$ cat src/rtl/rv32i_types.sv
// Shared types for the fetch stage: FSM state encoding and the queue packet layout.
package rv32i_types;

  localparam logic [31:0] DEF_RESET_PC  = 32'h1eceb000;
  localparam int          DEF_PKT_WIDTH = 64;

  typedef enum logic [1:0] {
    IDLE    = 2'd0,
    WAIT    = 2'd1,
    HOLD    = 2'd2,
    DISCARD = 2'd3
  } fetch_state_t;

  typedef struct packed {
    logic [31:0] pc;
    logic [31:0] inst;
  } fetch_pkt_t;

endpackage

$ cat src/rtl/fetch_perf_ctr.sv
// Saturating 32-bit event counter with increment enable; clears on async reset.
module fetch_perf_ctr (
  input  logic        clk,
  input  logic        rst,
  input  logic        inc,
  output logic [31:0] count
);

  always_ff @(posedge clk or posedge rst) begin
    if (rst) begin
      count <= '0;
    end else if (inc && (count != 32'hFFFF_FFFF)) begin
      count <= count + 32'd1;
    end
  end

endmodule

$ cat src/rtl/fetch_unit.sv
// Instruction fetch stage: one outstanding imem read, one-entry hold on queue full, redirect squash.
// Optional performance counters are built when FETCH_PERF_EN is defined.
//
// state   | meaning
// IDLE    | nothing in flight; issue at pc unless redirected
// WAIT    | request at pc in flight; accept response
// HOLD    | response captured in hold_inst, queue full
// DISCARD | stale request in flight; drop its response, then reissue at pc
module fetch_unit
  import rv32i_types::*;
#(
  parameter logic [31:0] RESET_PC  = DEF_RESET_PC,
  parameter int          PKT_WIDTH = DEF_PKT_WIDTH
) (
  input  logic                 clk,
  input  logic                 rst,
  output logic [31:0]          imem_addr,
  output logic [3:0]           imem_rmask,
  input  logic [31:0]          imem_rdata,
  input  logic                 imem_resp,
  input  logic                 redirect_in,
  input  logic [31:0]          redirect_pc,
  output logic [PKT_WIDTH-1:0] wdata_out,
  output logic                 enqueue_out,
  input  logic                 full_in,
  output logic [31:0]          perf_fetched_out,
  output logic [31:0]          perf_stall_out
);

  fetch_state_t state, state_next;
  logic [31:0]  pc, pc_next, pc_inc;
  logic [31:0]  hold_inst, hold_next;
  fetch_pkt_t   pkt;

  assign pc_inc = pc + 32'd4;

  always_comb begin
    state_next  = state;
    pc_next     = pc;
    hold_next   = hold_inst;
    imem_rmask  = 4'h0;
    imem_addr   = pc;
    enqueue_out = 1'b0;
    pkt         = '0;
    if (redirect_in) begin
      pc_next    = redirect_pc;
      // an unanswered request must still be drained before reissuing
      state_next = ((state == WAIT || state == DISCARD) && !imem_resp) ? DISCARD : IDLE;
    end else begin
      unique case (state)
        IDLE: begin
          if (!rst) begin
            imem_rmask = 4'hF;
            state_next = WAIT;
          end
        end
        WAIT: begin
          if (imem_resp) begin
            if (!full_in) begin
              enqueue_out = 1'b1;
              pkt         = '{pc: pc, inst: imem_rdata};
              pc_next     = pc_inc;
              imem_rmask  = 4'hF;
              imem_addr   = pc_inc;
            end else begin
              hold_next  = imem_rdata;
              state_next = HOLD;
            end
          end
        end
        HOLD: begin
          if (!full_in) begin
            enqueue_out = 1'b1;
            pkt         = '{pc: pc, inst: hold_inst};
            pc_next     = pc_inc;
            imem_rmask  = 4'hF;
            imem_addr   = pc_inc;
            state_next  = WAIT;
          end
        end
        DISCARD: begin
          if (imem_resp) begin
            imem_rmask = 4'hF;
            state_next = WAIT;
          end
        end
        default: state_next = IDLE;
      endcase
    end
  end

  assign wdata_out = PKT_WIDTH'(pkt);

  always_ff @(posedge clk or posedge rst) begin
    if (rst) begin
      state     <= IDLE;
      pc        <= RESET_PC;
      hold_inst <= '0;
    end else begin
      state     <= state_next;
      pc        <= pc_next;
      hold_inst <= hold_next;
    end
  end

`ifdef FETCH_PERF_EN
  logic stall_cycle;
  assign stall_cycle = (state == HOLD) && full_in;

  fetch_perf_ctr u_perf_fetched (
    .clk   (clk),
    .rst   (rst),
    .inc   (enqueue_out),
    .count (perf_fetched_out)
  );

  fetch_perf_ctr u_perf_stall (
    .clk   (clk),
    .rst   (rst),
    .inc   (stall_cycle),
    .count (perf_stall_out)
  );
`else
  assign perf_fetched_out = '0;
  assign perf_stall_out   = '0;
`endif

endmodule

$ cat config.mk
export PLATFORM = sky130hd
export DESIGN_NAME = fetch_unit
export DESIGN_NICKNAME = d
export VERILOG_FILES = /design/src/rtl/rv32i_types.sv /design/src/rtl/fetch_perf_ctr.sv /design/src/rtl/fetch_unit.sv
export SDC_FILE = /design/constraint.sdc
export NUM_CORES = 1
export LEC_CHECK = 0
export ABC_AREA = 1
export BUFFER_PORTS_ARGS = -buffer_cell sky130_fd_sc_hd__buf_2
export CAP_MARGIN = 25
export CORE_UTILIZATION = 53
export DETAILED_ROUTE_END_ITERATION = 16
export PLACE_DENSITY = 0.91
export SLEW_MARGIN = 20
export SYNTH_ARGS = -nofsm -noshare
export SYNTH_HDL_FRONTEND = slang
export SYNTH_HIERARCHICAL = 1
export SYNTH_SLANG_ARGS = --single-unit
$ cat constraint.sdc
create_clock -name clk -period 2.8 [get_ports clk]
set_clock_uncertainty 0.05 [all_clocks]
set_input_delay 0.14 -clock clk [delete_from_list [all_inputs] [get_ports clk]]
set_output_delay 0.14 -clock clk [all_outputs]
set_load 0.05 [all_outputs]
# Word-level counts from Yosys, hierarchy flattened
# Cells that the tools add are included.
dict set report word_totals {
  reg_bits 66
  input_bits 69
  output_inout_bits 165
  elab_cells 47
}
dict set report op_classes {
  n_addsub 1
  eq_ne 8
  mux 28
  bitwise 1
  n_reduce_logical 6
}
# op n
set ops {}
lappend ops {{64-bit 2-to-1 mux} 4}
lappend ops {{32-bit 2-to-1 mux} 4}
lappend ops {{64-bit one-hot mux with 2 select lines} 1}
lappend ops {{32-bit one-hot mux with 2 select lines} 1}
lappend ops {{32-bit by 3-bit adder with 32-bit output (second input constant)} 1}
lappend ops {{4-bit 2-to-1 mux} 5}
lappend ops {{4-bit one-hot mux with 4 select lines} 1}
lappend ops {{3-bit != test (second input constant)} 5}
lappend ops {{2-bit 2-to-1 mux} 7}
lappend ops {{2-bit one-hot mux with 4 select lines} 1}
lappend ops {{5-bit AND reduction} 1}
lappend ops {{2-bit equality test (second input constant)} 2}
lappend ops {{4-bit AND reduction} 1}
lappend ops {{1-bit 2-to-1 mux} 3}
lappend ops {{2-bit by 1-bit equality test with 1-bit output (second input constant)} 1}
lappend ops {{2-bit logical NOT} 1}
lappend ops {{1-bit one-hot mux with 2 select lines} 1}
lappend ops {{1-bit logical AND} 1}
lappend ops {{1-bit logical NOT} 1}
lappend ops {{1-bit logical OR} 1}
lappend ops {{1-bit inverter} 1}

# Longest topological paths before layout
dict set report logic_depth {
  word_depth 5
  depth_mapped 13
}

# Least setup slack after synthesis
# No wires, ideal clock.
dict set report synth_timing {
  kind {reg2out}
  from {register state[0]}
  to {output imem_rmask[1]}
  arrival_time_ns 2.831
  t_required_ns 2.610
  setup_slack_ns -0.221
  stages_incl_launch_ff 8
  path_cell_list {dfrtp_1 > inv_1 > ha_1 > inv_1 > nor2_1 > a2111oi_0 > a211oi_1 > buf_4}
}
dict set report synth_between {
  elab_chain_len 3
  word_cells_on_any_way 6
}
# element line_no
set synth_rtl {}
lappend synth_rtl {{from (decl)} fetch_unit.sv:30} ;# fetch_state_t state, state_next;
lappend synth_rtl {{from (signal assigned)} fetch_unit.sv:100} ;# state <= state_next;
lappend synth_rtl {{2-bit equality test, or another cell as far along} fetch_unit.sv:50} ;# unique case (state)
lappend synth_rtl {{4-bit one-hot mux with 4 select lines *} fetch_unit.sv:50}
lappend synth_rtl {{4-bit 2-to-1 mux *} fetch_unit.sv:45} ;# if (redirect_in) begin
lappend synth_rtl {{to (decl)} fetch_unit.sv:18} ;# output logic [3:0] imem_rmask,
# Mark *: on every way between the ends. The rest lies on a longest branch, timed or not.

# Final worst setup path
dict set report layout_timing {
  from {register state[1]}
  to {output imem_addr[15]}
}
dict set report layout_between {
  elab_chain_len 3
  word_cells_on_any_way 4
}
# element line_no
set layout_rtl {}
lappend layout_rtl {{2-bit equality test / 2-bit by 1-bit equality test with 1-bit output (equally long branches)} fetch_unit.sv:50}
lappend layout_rtl {{32-bit one-hot mux with 2 select lines *} n/a}
lappend layout_rtl {{32-bit 2-to-1 mux *} fetch_unit.sv:45}
lappend layout_rtl {{to (decl)} fetch_unit.sv:17} ;# output logic [31:0] imem_addr,
# Marked as above.

==> results by stage <==
Yosys:
- The multiplexer share of the synthesized area is 5.48%.
- The number of enable-type register cells in the synthesized netlist is 0.
- The per-instance average area after synthesis is roughly 6.8 µm².
- The share of synthesized area occupied by flip-flops and latches is 30.0%.
- After technology mapping, the gate count stands at a little over 800.
- The adder and majority gate portion of the synthesized area is approximately 1.6%.
- Summing every instance area after synthesis gives ~0.0056 mm².
- The share of the synthesized area in compound gates (AO/OA/AOI/OAI) is a little over an eighth.
- During synthesis, Yosys emitted a total of 6 warnings.
- After synthesis the netlist holds a flip-flop and latch count of between 60 and 70.
- Of all flip-flops after synthesis, the portion carrying an async set or reset was 100%.
- The xor-xnor portion of the synthesized cell area is 0%.
- Yosys mapped the design onto 42 distinct sky130hd cell types.
- The area share of and/or/nand/nor cells after synthesis is a little under a third.
- The combinational family with the most area after synthesis is simple AND/OR/NAND/NOR gates.
- The commonest register cell after synthesis is sky130_fd_sc_hd__dfrtp_1.

GRT:
- The initial antenna violation count is 0.
- The overflow left after global routing is 0.
- In the global route stage, met2 resource usage came out at between 40 and 50%.
- The first global-routing pass estimated ~26000 µm of wire.
- Global routing used 36.6% of the available met1 tracks.
- In the global route stage, overall resource usage came out at between 20 and 30%.
- The via count of the first global-routing pass is 5630.
- For this run, global-route usage on met3 was measured as 4.89%.
- The layer carrying the most global-route usage is met2.
- Entering global routing, the biggest net connects 75 pins.

Final layout:
- The final layout contains approximately 1100 nets.
- The number of antenna diodes in the final layout is 0.
- The footprint of the multi-input gates is between 0.003 and 0.004 mm².
- Counting the fill cells in the layout gives 846.
- The footprint of the flip-flops and latches is around 0.0017 mm².
- In the layout the commonest cells are sky130_fd_sc_hd__nand2_1 (261), sky130_fd_sc_hd__buf_2 (166), sky130_fd_sc_hd__a21oi_1 (65), sky130_fd_sc_hd__conb_1 (64).
- The post-synthesis to final-layout area growth is 27.4%.
- The post-route netlist has roughly 27% of its cells at a drive strength greater than 1.
- The library cell used most frequently in the layout, excluding fill and tap cells, is sky130_fd_sc_hd__nand2_1.

Power:
- The power density relative to cell area is 1110 mW/mm².
- The clock network is responsible for roughly 14% of the overall power.
- The largest vdd supply drop is ~0.85 mV.
- Net switching is roughly 56% of the power.
- Of the total power, registers draw between 20% and 30%.
- The net switching component of the power is around 4400 µW.
- The internal power of the cells is between 3000 and 4000 µW.
- The leakage component of the power is between 0.003 and 0.004 µW.
- The combinational cell fraction of total power is 62.1%.

Critical path:
- The startpoint type of the worst setup path is a flip-flop.
- Along the worst path, the maximum fanout reaches 14.
- The setup path with the least slack is of type flip-flop to primary output.
- The endpoint arrival time on the critical path is about 2.4 ns.
- The worst register-to-register path begins at state[1]$_DFFE_PP0P_.
- The worst setup path is captured at a primary output.
- The critical path starts at state[1]$_DFFE_PP0P_.
- For the worst setup path, the data required time is roughly 2.6 ns.

Route:
- The number of iterations in the first detailed-routing pass is 6.
- Dividing the detail-routed wire length by the instance count gives ~14 µm.
- Once detail routing completed, the nets flagged for antenna violations numbered 0.
- The initial detailed-routing violation count is 464.
- The routed layout has around 6000 vias.
- After detailed routing, the number of vias per cell comes to 5.15.
- The final wirelength is 16100 µm.
- In the routed design, unresolved DRC markers number 0.

Place:
- In this run the tool buffered the top-level ports with ~170 buffer cells.
- The weighted congestion reported at the end of routability-driven placement is 0.886.
- Once detailed placement completed, the half-perimeter wirelength came to approximately 11000 µm.

Outcome:
- The run finished with clean final reports.

Run:
- The tool flagged a number of max-cap violations equal to 0.

STA:
- The number of setup violations in the final report is 0.
- The number of pins with negative max-slew slack in the final report was 0.
- For the pin with the worst max-slew slack, the measured transition is approximately 0.73 ns.
- The number of failing hold endpoints at the final stage is 0.
- The worst hold-check slack is between 0.01 and 0.015 ns.
- The portion of the clock cycle consumed by the worst path in the final layout is about nine tenths.
- The total negative setup slack is 0 ns.
- Setup repair after global routing left no endpoint under its margin.
- The worst-case headroom to the max-slew limit is about half.
- Static timing analysis puts the maximum clock frequency at a little under 400 MHz.
- The time the worst path needs with I/O delays and setup is roughly 2.6 ns.

CTS:
- The number of buffers on the longest clock path is 2.
- Buffers added to address setup during post-CTS repair amount to 0.
- The insertion delay to the later sink of the worst-skew pair is between 0.3 and 0.4 ns.
- TritonCTS built the clock tree.
- The H-tree depth is 3.
- Clock tree synthesis selected as its root buffer the cell sky130_fd_sc_hd__clkbuf_8.
- The clock buffer count from CTS is 9.
- The number of sinks on the clock net is between 60 and 70.
- After clock tree synthesis, the clock-pin slew on the worst setup and hold paths is 0.08 ns.

Floorplan:
- The initial standard-cell utilization of the core is between 50 and 60%.
- The area of the die is 0.0109 mm².
- The die outline height is 104 µm.
- The I/O pin count is roughly 230.
- The initialized floorplan defines 36 standard-cell rows.
- The width of the chip is 104 µm.
- In this run the standard cell core region covers 0.00995 mm².

Hold path:
- The startpoint of the worst hold path is imem_rdata[30].
- The path type of the worst min-delay path is input pin to flip-flop.
-- critical path: stages (launching register included) --
cell and delay, ns:
sky130_fd_sc_hd__dfrtp_1 0.41, sky130_fd_sc_hd__inv_1 0.13, sky130_fd_sc_hd__ha_2 0.23, sky130_fd_sc_hd__nand2_1 0.10, sky130_fd_sc_hd__inv_2 0.12, sky130_fd_sc_hd__nor2_4 0.08
sky130_fd_sc_hd__inv_2 0.14, sky130_fd_sc_hd__buf_6 0.18, sky130_fd_sc_hd__o21ai_0 0.11, sky130_fd_sc_hd__a21oi_1 0.13, sky130_fd_sc_hd__o21ai_1 0.09, sky130_fd_sc_hd__nand2_1 0.07
sky130_fd_sc_hd__buf_2 0.26
-- per-stage QoR --
step	cells	utilization [%]	cell area, µm²	power (µW)	worst slack, ns
2_1_floorplan	878	-	5790	5660	0.212
3_3_place_gp	1086	62.2	6200	6490	0.451
3_5_place_dp	1086	62.2	6200	6600	0.356
4_1_cts	1154	70.3	7000	7790	0.0409
5_1_grt	1160	71.1	7080	8450	0.0124
6_report	1160	71.1	7080	7880	0.226
-- synthesized netlist by cell type, drive strengths merged, types with 2 or more instances --
cell / number / area share [%]
a21oi: 65 / 5.9
nand2: 268 / 18
o211ai: 8 / 1.1
clkinv: 2 / 0.14
ha: 7 / 1.6
nand3: 42 / 4.5
nand4: 10 / 1.4
clkbuf: 21 / 1.8
inv: 66 / 4.5
o21ai: 60 / 5.4
nor2: 69 / 6.2
dlygate4sd1: 2 / 0.32
dfstp: 12 / 5.7
dfrtp: 54 / 24
nand3b: 2 / 0.27
mux2: 27 / 5.5
nor3: 8 / 1.1
buf: 83 / 11
-- state kept, by name (all words and copies together), names as in the netlist --
name and count:
hold_inst 32, pc 32, state 2
-- layer usage --
layer,share of wire [%],routed length (µm)
met1,40,6490
met2,50,8080
met3,6.8,1100
met4,3.0,477
met5,0,0
-- cell families after synthesis --
group / after synthesis
AND/OR/NAND/NOR: 400
buffers and inverters: 174
AO/OA/AOI/OAI: 140
flip-flops: 66
multiplexers: 27
adder cells (fa/ha/maj): 7
other: 1
-- timing repair --
item / in CTS / in global routing
hold buffers: 52 / 5
gates resized for setup: 3 / 7
endpoints found under the setup margin: 3 / 40
endpoints found under the hold margin: 72 / 5
-- final timing paths --
| check | slack (ns) | cells past startpoint | endpoint |
|---|---|---|---|
| min in group asynchronous | 0.40 | 3 | hold_inst[22]$_DFFE_PP0P_ |
| worst min register to register | 0.44 | 2 | hold_inst[20]$_DFFE_PP0P_ |
| worst max register to register | 0.75 | 6 | hold_inst[29]$_DFFE_PP0P_ |
| worst min-delay path | 0.01 | 2 | hold_inst[30]$_DFFE_PP0P_ |
| worst max-delay path | 0.23 | 12 | imem_addr[15] |
| max in group asynchronous | 1.62 | 4 | pc[28]$_DFF_PP1_ |
-- power groups by stage --
stage,clock network [µW],logic (µW),registers [µW]
after floorplan,0,3900,1770
after global placement,0,4640,1850
after detailed placement,0,4710,1890
after CTS,1110,4800,1870
after global routing,1160,5340,1950
final,1100,4890,1890
-- cell type report --
type	instances	area share [%]
Clock buffer	10	1.95
Sequential cell	66	23.6
Tap cell	133	2.35
Timing Repair Buffer	239	21.8
Inverter	68	3.61
Multi-Input combinational cell	638	44.8
Clock inverter	6	1.95
No activity file was read; power rests on OpenSTA's default activity.
